==> src/rtl/spi_pkg.sv <==
// -----------------------------------------------------------------------------
// spi_pkg
// Shared constants and types for the spi_master initiator.
//   FRAME_BITS / ADDR_BITS / DATA_BITS : frame geometry (16 = 7 addr + rw + 8 data)
//   RW_READ / RW_WRITE                 : encoding of the rw bit in the address byte
//   spi_state_e                        : initiator phase encoding
//   build_frame()                      : packs one outgoing frame, MSB first
// -----------------------------------------------------------------------------
package spi_pkg;

    localparam int   FRAME_BITS = 16;
    localparam int   ADDR_BITS  = 7;
    localparam int   DATA_BITS  = 8;
    localparam int   BIT_CNT_W  = $clog2(FRAME_BITS);
    localparam logic RW_READ    = 1'b1;
    localparam logic RW_WRITE   = 1'b0;

    typedef enum logic [2:0] {
        IDLE  = 3'd0,
        SETUP = 3'd1,
        HIGH  = 3'd2,
        LOW   = 3'd3,
        HOLD  = 3'd4
    } spi_state_e;

    // A read carries a zero data byte so the responder sees a clean 0x00.
    function automatic logic [FRAME_BITS-1:0] build_frame(
        input logic [ADDR_BITS-1:0] addr,
        input logic                 rw,
        input logic [DATA_BITS-1:0] wdata
    );
        logic [DATA_BITS-1:0] data_byte;
        data_byte = (rw == RW_READ) ? '0 : wdata;
        return {addr, rw, data_byte};
    endfunction

endpackage

==> src/rtl/spi_sclk_gen.sv <==
// -----------------------------------------------------------------------------
// spi_sclk_gen
// Phase-length divider shared by every SPI phase. Loading sets the counter to
// CLK_DIV-1; it then counts down and holds at zero. tc_o is high in the last
// clk cycle of a phase, so a phase lasts exactly CLK_DIV cycles from its load.
//
// Ports:
//   clk      in   system clock
//   reset_n  in   asynchronous active-low reset
//   load_i   in   reload the counter (asserted on every phase entry)
//   tc_o     out  terminal count: current cycle is the last one of the phase
// -----------------------------------------------------------------------------
module spi_sclk_gen #(
    parameter int CLK_DIV = 5,
    parameter int DIV_W   = 8
) (
    input  logic clk,
    input  logic reset_n,
    input  logic load_i,
    output logic tc_o
);

    localparam logic [DIV_W-1:0] RELOAD = DIV_W'(CLK_DIV - 1);

    logic [DIV_W-1:0] count_q;
    logic [DIV_W-1:0] count_d;

    always_comb begin
        count_d = count_q;
        if (load_i) begin
            count_d = RELOAD;
        end else if (count_q != '0) begin
            count_d = count_q - 1'b1;
        end
    end

    always_ff @(posedge clk or negedge reset_n) begin
        if (!reset_n) begin
            count_q <= '0;
        end else begin
            count_q <= count_d;
        end
    end

    assign tc_o = (count_q == '0);

endmodule

==> src/rtl/spi_master.sv <==
// -----------------------------------------------------------------------------
// spi_master
// Mode-0 SPI initiator issuing one 16-bit frame per command:
// {addr[6:0], rw} then a data byte, MSB first. Every pin is driven straight
// from a flop, so sclk_pin is glitch free.
//
// Build option: define SPI_MISO_SYNC_EN to route miso_pin through a two-flop
// synchronizer; the sample point then moves to 2 clk cycles after sclk rises
// (needs CLK_DIV >= 3). Frame timing is identical in both builds.
//
// Ports:
//   clk       in   system clock, rising edge
//   reset_n   in   asynchronous active-low reset (aborts any frame at once)
//   start     in   command request, sampled only in IDLE
//   addr      in   7-bit memory address
//   rw        in   1 = read, 0 = write
//   wdata     in   write data byte (ignored on reads)
//   busy      out  frame in progress
//   done      out  one-cycle pulse when cs_pin returns high
//   rdata     out  last read byte, held until the next read completes
//   sclk_pin  out  SPI clock, idle low
//   cs_pin    out  chip select, active low
//   mosi_pin  out  serial data out, changes only while sclk_pin is low
//   miso_pin  in   serial data in
// -----------------------------------------------------------------------------
module spi_master
    import spi_pkg::*;
#(
    parameter int CLK_DIV = 5,
    parameter int DIV_W   = 8
) (
    input  logic                 clk,
    input  logic                 reset_n,
    input  logic                 start,
    input  logic [ADDR_BITS-1:0] addr,
    input  logic                 rw,
    input  logic [DATA_BITS-1:0] wdata,
    output logic                 busy,
    output logic                 done,
    output logic [DATA_BITS-1:0] rdata,
    output logic                 sclk_pin,
    output logic                 cs_pin,
    output logic                 mosi_pin,
    input  logic                 miso_pin
);

    localparam logic [BIT_CNT_W-1:0] LAST_BIT = BIT_CNT_W'(FRAME_BITS - 1);

    spi_state_e                state_q, state_d;
    logic [FRAME_BITS-1:0]     shift_q, shift_d;
    logic [DATA_BITS-1:0]      rx_q, rx_d;
    logic [DATA_BITS-1:0]      rdata_q, rdata_d;
    logic [BIT_CNT_W-1:0]      bit_cnt_q, bit_cnt_d;
    logic                      sclk_q, sclk_d;
    logic                      cs_q, cs_d;
    logic                      busy_q, busy_d;
    logic                      done_q, done_d;
    logic                      rw_q, rw_d;

    logic                      div_tc;
    logic                      phase_end;
    logic                      high_entry;
    logic                      sample_en;
    logic                      miso_bit;

    // A phase ends on terminal count; IDLE ends on an accepted start. Every
    // phase end is a state entry, so it doubles as the divider reload.
    assign phase_end  = (state_q == IDLE) ? start : div_tc;
    assign high_entry = div_tc && ((state_q == SETUP) || (state_q == LOW));

    spi_sclk_gen #(
        .CLK_DIV (CLK_DIV),
        .DIV_W   (DIV_W)
    ) u_sclk_gen (
        .clk     (clk),
        .reset_n (reset_n),
        .load_i  (phase_end),
        .tc_o    (div_tc)
    );

`ifdef SPI_MISO_SYNC_EN
    logic [1:0] miso_sync_q;
    logic [1:0] sample_q;

    // sample_q delays the HIGH-entry strobe to line up with the
    // synchronizer latency: sampling lands 2 clk cycles after sclk rises.
    always_ff @(posedge clk or negedge reset_n) begin
        if (!reset_n) begin
            miso_sync_q <= '0;
            sample_q    <= '0;
        end else begin
            miso_sync_q <= {miso_sync_q[0], miso_pin};
            sample_q    <= {sample_q[0], high_entry};
        end
    end

    assign sample_en = sample_q[1];
    assign miso_bit  = miso_sync_q[1];
`else
    assign sample_en = high_entry;
    assign miso_bit  = miso_pin;
`endif

    always_comb begin
        state_d   = state_q;
        shift_d   = shift_q;
        rx_d      = rx_q;
        rdata_d   = rdata_q;
        bit_cnt_d = bit_cnt_q;
        sclk_d    = sclk_q;
        cs_d      = cs_q;
        busy_d    = busy_q;
        done_d    = 1'b0;
        rw_d      = rw_q;

        case (state_q)
            IDLE: begin
                if (start) begin
                    shift_d   = build_frame(addr, rw, wdata);
                    rw_d      = rw;
                    bit_cnt_d = '0;
                    cs_d      = 1'b0;
                    busy_d    = 1'b1;
                    state_d   = SETUP;
                end
            end
            SETUP: begin
                if (div_tc) begin
                    sclk_d  = 1'b1;
                    state_d = HIGH;
                end
            end
            HIGH: begin
                if (div_tc) begin
                    sclk_d = 1'b0;
                    if (bit_cnt_q == LAST_BIT) begin
                        state_d = HOLD;
                    end else begin
                        // mosi_pin is the shift register MSB, so shifting
                        // here presents the next bit as sclk falls.
                        shift_d   = {shift_q[FRAME_BITS-2:0], 1'b0};
                        bit_cnt_d = bit_cnt_q + 1'b1;
                        state_d   = LOW;
                    end
                end
            end
            LOW: begin
                if (div_tc) begin
                    sclk_d  = 1'b1;
                    state_d = HIGH;
                end
            end
            HOLD: begin
                if (div_tc) begin
                    cs_d    = 1'b1;
                    busy_d  = 1'b0;
                    done_d  = 1'b1;
                    state_d = IDLE;
                    if (rw_q == RW_READ) begin
                        rdata_d = rx_q;
                    end
                end
            end
            default: begin
                state_d = IDLE;
            end
        endcase

        // Only the last 8 samples matter: they are the data-byte phases.
        if (sample_en) begin
            rx_d = {rx_q[DATA_BITS-2:0], miso_bit};
        end
    end

    always_ff @(posedge clk or negedge reset_n) begin
        if (!reset_n) begin
            state_q   <= IDLE;
            shift_q   <= '0;
            rx_q      <= '0;
            rdata_q   <= '0;
            bit_cnt_q <= '0;
            sclk_q    <= 1'b0;
            cs_q      <= 1'b1;
            busy_q    <= 1'b0;
            done_q    <= 1'b0;
            rw_q      <= RW_WRITE;
        end else begin
            state_q   <= state_d;
            shift_q   <= shift_d;
            rx_q      <= rx_d;
            rdata_q   <= rdata_d;
            bit_cnt_q <= bit_cnt_d;
            sclk_q    <= sclk_d;
            cs_q      <= cs_d;
            busy_q    <= busy_d;
            done_q    <= done_d;
            rw_q      <= rw_d;
        end
    end

    assign busy     = busy_q;
    assign done     = done_q;
    assign rdata    = rdata_q;
    assign sclk_pin = sclk_q;
    assign cs_pin   = cs_q;
    assign mosi_pin = shift_q[FRAME_BITS-1];

endmodule

==> config.mk <==
export PLATFORM = sky130hd
export DESIGN_NAME = spi_master
export DESIGN_NICKNAME = d
export VERILOG_FILES = /design/src/rtl/spi_pkg.sv /design/src/rtl/spi_sclk_gen.sv /design/src/rtl/spi_master.sv
export SDC_FILE = /design/constraint.sdc
export NUM_CORES = 1
export LEC_CHECK = 0
export CAP_MARGIN = 20
export CORE_ASPECT_RATIO = 0.75
export CORE_UTILIZATION = 49
export DETAILED_ROUTE_END_ITERATION = 16
export HOLD_SLACK_MARGIN = 0.06
export PLACE_DENSITY = 0.86
export SLEW_MARGIN = 25
export SYNTH_ARGS = -nofsm -noshare
export SYNTH_HDL_FRONTEND = slang
export SYNTH_SLANG_ARGS = --single-unit
export TNS_END_PERCENT = 10
==> constraint.sdc <==
create_clock -name clk -period 2.05 [get_ports clk]
set_input_delay 0.205 -clock clk [delete_from_list [all_inputs] [get_ports clk]]
set_output_delay 0.205 -clock clk [all_outputs]
set_load 0.01 [all_outputs]
==> impl_metrics.toml <==
[worst_setup_path]
reg2reg_depth = 7
critPathMaxStageDelay_ns = 0.44
cpMaxStageDelayCell = "dfrtp_1"
worstPathCellList = "inv_1 -> ha_1 -> nor3b_4 -> and2_1 -> buf_4 -> nand2_1 -> o41ai_1"
reg2reg_to = "bit_cnt_q[3]$_DFFE_PN0P_"
worst-setup-path-type = "register to register"
cp.arrival_ns = 2.14
cp.required_ns = 2.25
crit_path_start_kind = "register"
cp_max_fo = 9
cp-end-kind = "register"
ff2ff_setup_slack_ns = 0.11
regToRegStartpoint = "u_sclk_gen.count_q[1]$_DFFE_PN0P_"
cp-startpoint = "u_sclk_gen.count_q[1]$_DFFE_PN0P_"
setup.worst_path.end = "bit_cnt_q[3]$_DFFE_PN0P_"

[logic_synthesis]
synth-seq-cells = 52
synth.avg_cell_area_um2 = 11.20
netlist.area_leader.share_pct = 52.52
ys_warn_count = 0
synthFlopType = "dfrtp_1"
synth_seq_area_share_pct = 53.60
syn-instance-count = 217
syn-num-nets = 240
ys_types = 45
synth_edf_count = 0
synth_top_area_cell = "dfrtp_1"
async_reset_ff_share_pct = 100.0
synthesis.area_um2 = 2430
yosys-top-cells-area = "dfrtp_1 53%, o21ai_0 5.1%, mux2_4 4.9%, nand2_1 3.7%, mux2i_1 3.3%"

[floorplan]
die_y_um = 62.99
core_region_area_um2 = 4598
initial_utilization_pct = 52.84
ios = 33
dieArea_um2 = 5247
die_width_um = 83.31
rows = 21

[global_route]
grt_max_degree = 33
antenna_found_initial = 0
grt_usage_pct = 20.25
grt_pass1_vias = 1763
grt_first_pass_wirelength_mm = 8.321
grt_overflow = 0

[cells_and_area]
drive_gt1_share_pct = 17.12
antenna_cells = 0
fillers = 346
fin_area_um2 = 2977
fin_nets = 280
syn_to_final_growth_pct = 22.50

[drt]
wl_per_cell_um = 15.28
viasPerCell = 5.659
drtIter0Drc = 91
drc_errors = 0
vias = 1777
postRouteAntennaNets = 0
firstDrtPassIters = 4
drt_wl_total_mm = 4.797

[timing]
finalCritPeriodShare_pct = 94.66
skew_ns = 0.006571
relSlewSlack_pct = 62.42
rsz0062_at_grt = "no"
fmax_mhz = 515.3
maxSlewViolCount = 0
hold_violations = 0
period_needed_ns = 1.941
worstMarginPinSlew_ns = 0.5637
finalSetupViolations = 0
fin_tns_setup_ns = 0

[power_and_ir_drop]
power.density_nw_per_um2 = 1174
irDropWorstVdd_uv = 600.6
total_power_mw = 3.496
power.leakage_nw = 1.308

[clock_network]
cts_sinks = 52
cts_max_level = 2
clockBufferDepth = 2
cts_buffers = 5
ctsRootBufferMaster = "clkbuf_8"
cts_tree = "yes"
clk_pin_slew_worst_paths_ns = 0.09
insertion_delay_ns = 0.31

[run]
cap_violations = 0

[outcome]
status = "completed"

[placement]
place.gp.congestion = 0.8961
place_area_um2 = 2872
dp_hpwl_mm = 3.416
portBuffers = 32

[hold_path]
hp-class = "input pin to asynchronous set/reset pin"
[flip-flops by register name (all words and copies together) (netlist names)]
| name | count |
|---|---|
| done | 1 |
| state_q | 3 |
| rw_q | 1 |
| rdata | 8 |
| sclk_pin | 1 |
| rx_q | 8 |
| cs_pin | 1 |
| shift_q | 16 |
| bit_cnt_q | 4 |
| busy | 1 |
| u_sclk_gen.count_q | 8 |
[cells in the final DEF, fill, tap and decap left out, types with 2 or more instances in the layout]
cell,count
and2_1,3
or3_1,2
nand3b_1,2
nand2_1,24
dfrtp_1,51
nand3_1,5
inv_1,4
clkdlybuf4s50_1,31
nor3_1,2
o41ai_1,3
nor3b_1,7
clkbuf_8,5
nor2_1,6
or4_1,2
o21ai_0,25
buf_4,10
nand2b_1,3
mux2_4,8
ha_1,3
mux2_2,7
buf_12,2
mux2i_1,8
xnor2_1,3
mux2_1,2
a21oi_1,15
[power breakdown]
group | leakage (nW) | internal, mW | switching [mW]
combinational | 0.600 | 0.630 | 0.616
sequential | 0.668 | 1.37 | 0.319
clock | 0.0400 | 0.232 | 0.329
total | 1.31 | 2.23 | 1.26
[what timing repair did]
| item | 4_1_cts | 5_1_grt |
|---|---|---|
| hold endpoints to repair | 23 | 0 |
| hold buffers | 1 | 0 |
| endpoints found under the setup margin | 0 | 6 |
| gates resized for setup | 0 | 1 |
| setup buffers | 0 | 1 |
[metal layers]
| layer | wire [um] | part of all wire, % | vias to the layer above | GRT usage [%] |
|---|---|---|---|---|
| met1 | 2189 | 46 | 842 | 27.19 |
| li1 | - | - | 851 | - |
| met5 | 0 | 0 | - | 0 |
| met3 | 316 | 6.6 | 10 | 4.491 |
| met2 | 2208 | 46 | 74 | 32.27 |
| met4 | 82 | 1.7 | 0 | 7.759 |
[metrics by stage]
step	utilization, %	worst slack (ns)	hold WS, ns	instances
2_1_floorplan	-	0.1224	-0.09059	217
3_3_place_gp	62.45	0.2162	0.2304	305
3_5_place_dp	62.45	0.1052	0.2290	305
4_1_cts	64.44	0.06052	0.4365	313
5_1_grt	64.73	0.02054	0.4806	314
6_report	64.73	0.1094	0.4209	314
[synthesized netlist by cell type, drive strengths merged (2+ instances only)]
| master | number |
|---|---|
| mux2 | 17 |
| nand2 | 25 |
| inv | 4 |
| nor4 | 2 |
| nor2 | 6 |
| or3 | 2 |
| nor3 | 2 |
| xnor2 | 3 |
| mux2i | 8 |
| ha | 3 |
| nand3 | 5 |
| o21ai | 25 |
| or4 | 2 |
| dfrtp | 51 |
| and2 | 3 |
| a21oi | 15 |
| nand4 | 2 |
| o41ai | 3 |
| nand2b | 3 |
| clkbuf | 4 |
| nor3b | 9 |
| nand3b | 2 |
| buf | 8 |
[worst min-delay path by stage]
stage / from / slack [ns] / endpoint
global route: reset_n / 0.48 / rdata[7]$_DFFE_PN0P_
detailed placement: reset_n / 0.23 / rdata[7]$_DFFE_PN0P_
global placement: reset_n / 0.23 / rdata[7]$_DFFE_PN0P_
floorplan: reset_n / -0.09 / bit_cnt_q[0]$_DFFE_PN0P_
CTS: reset_n / 0.44 / rdata[7]$_DFFE_PN0P_
finish: reset_n / 0.42 / rdata[5]$_DFFE_PN0P_
[final cells by class]
cell class | instances | area, um2 | share of cell area, %
clock buffer | 5 | 68.82 | 2.312
timing repair buffer | 45 | 440.4 | 14.80
tap | 57 | 71.32 | 2.396
clock inverter | 2 | 12.51 | 0.4203
multi-input combinational | 149 | 1066 | 35.81
inverter | 4 | 15.01 | 0.5044
sequential | 52 | 1303 | 43.76
[critical path: cells and delay by family (launching register included)]
kind,cells,cell delay (ns)
AOI/OAI and AO/OA,1,0.32
and+or+nand+nor,3,0.58
DFF,1,0.44
adders and majority gates,1,0.17
buffers and inverters,2,0.30
[cells by family (layout without fill, tap and decap cells)]
logic type / count (synthesis) / after routing / share of synthesized area (%)
buffers and inverters: 16 / 56 / 3.295
muxes: 25 / 25 / 12.41
and+or+nand+nor: 69 / 69 / 16.79
DFF: 52 / 52 / 53.60
adders and majority gates: 3 / 3 / 1.545
xor gates and xnor gates: 3 / 3 / 1.082
AOI/OAI and AO/OA: 49 / 49 / 11.28
Power figures use the tool's default switching activity.
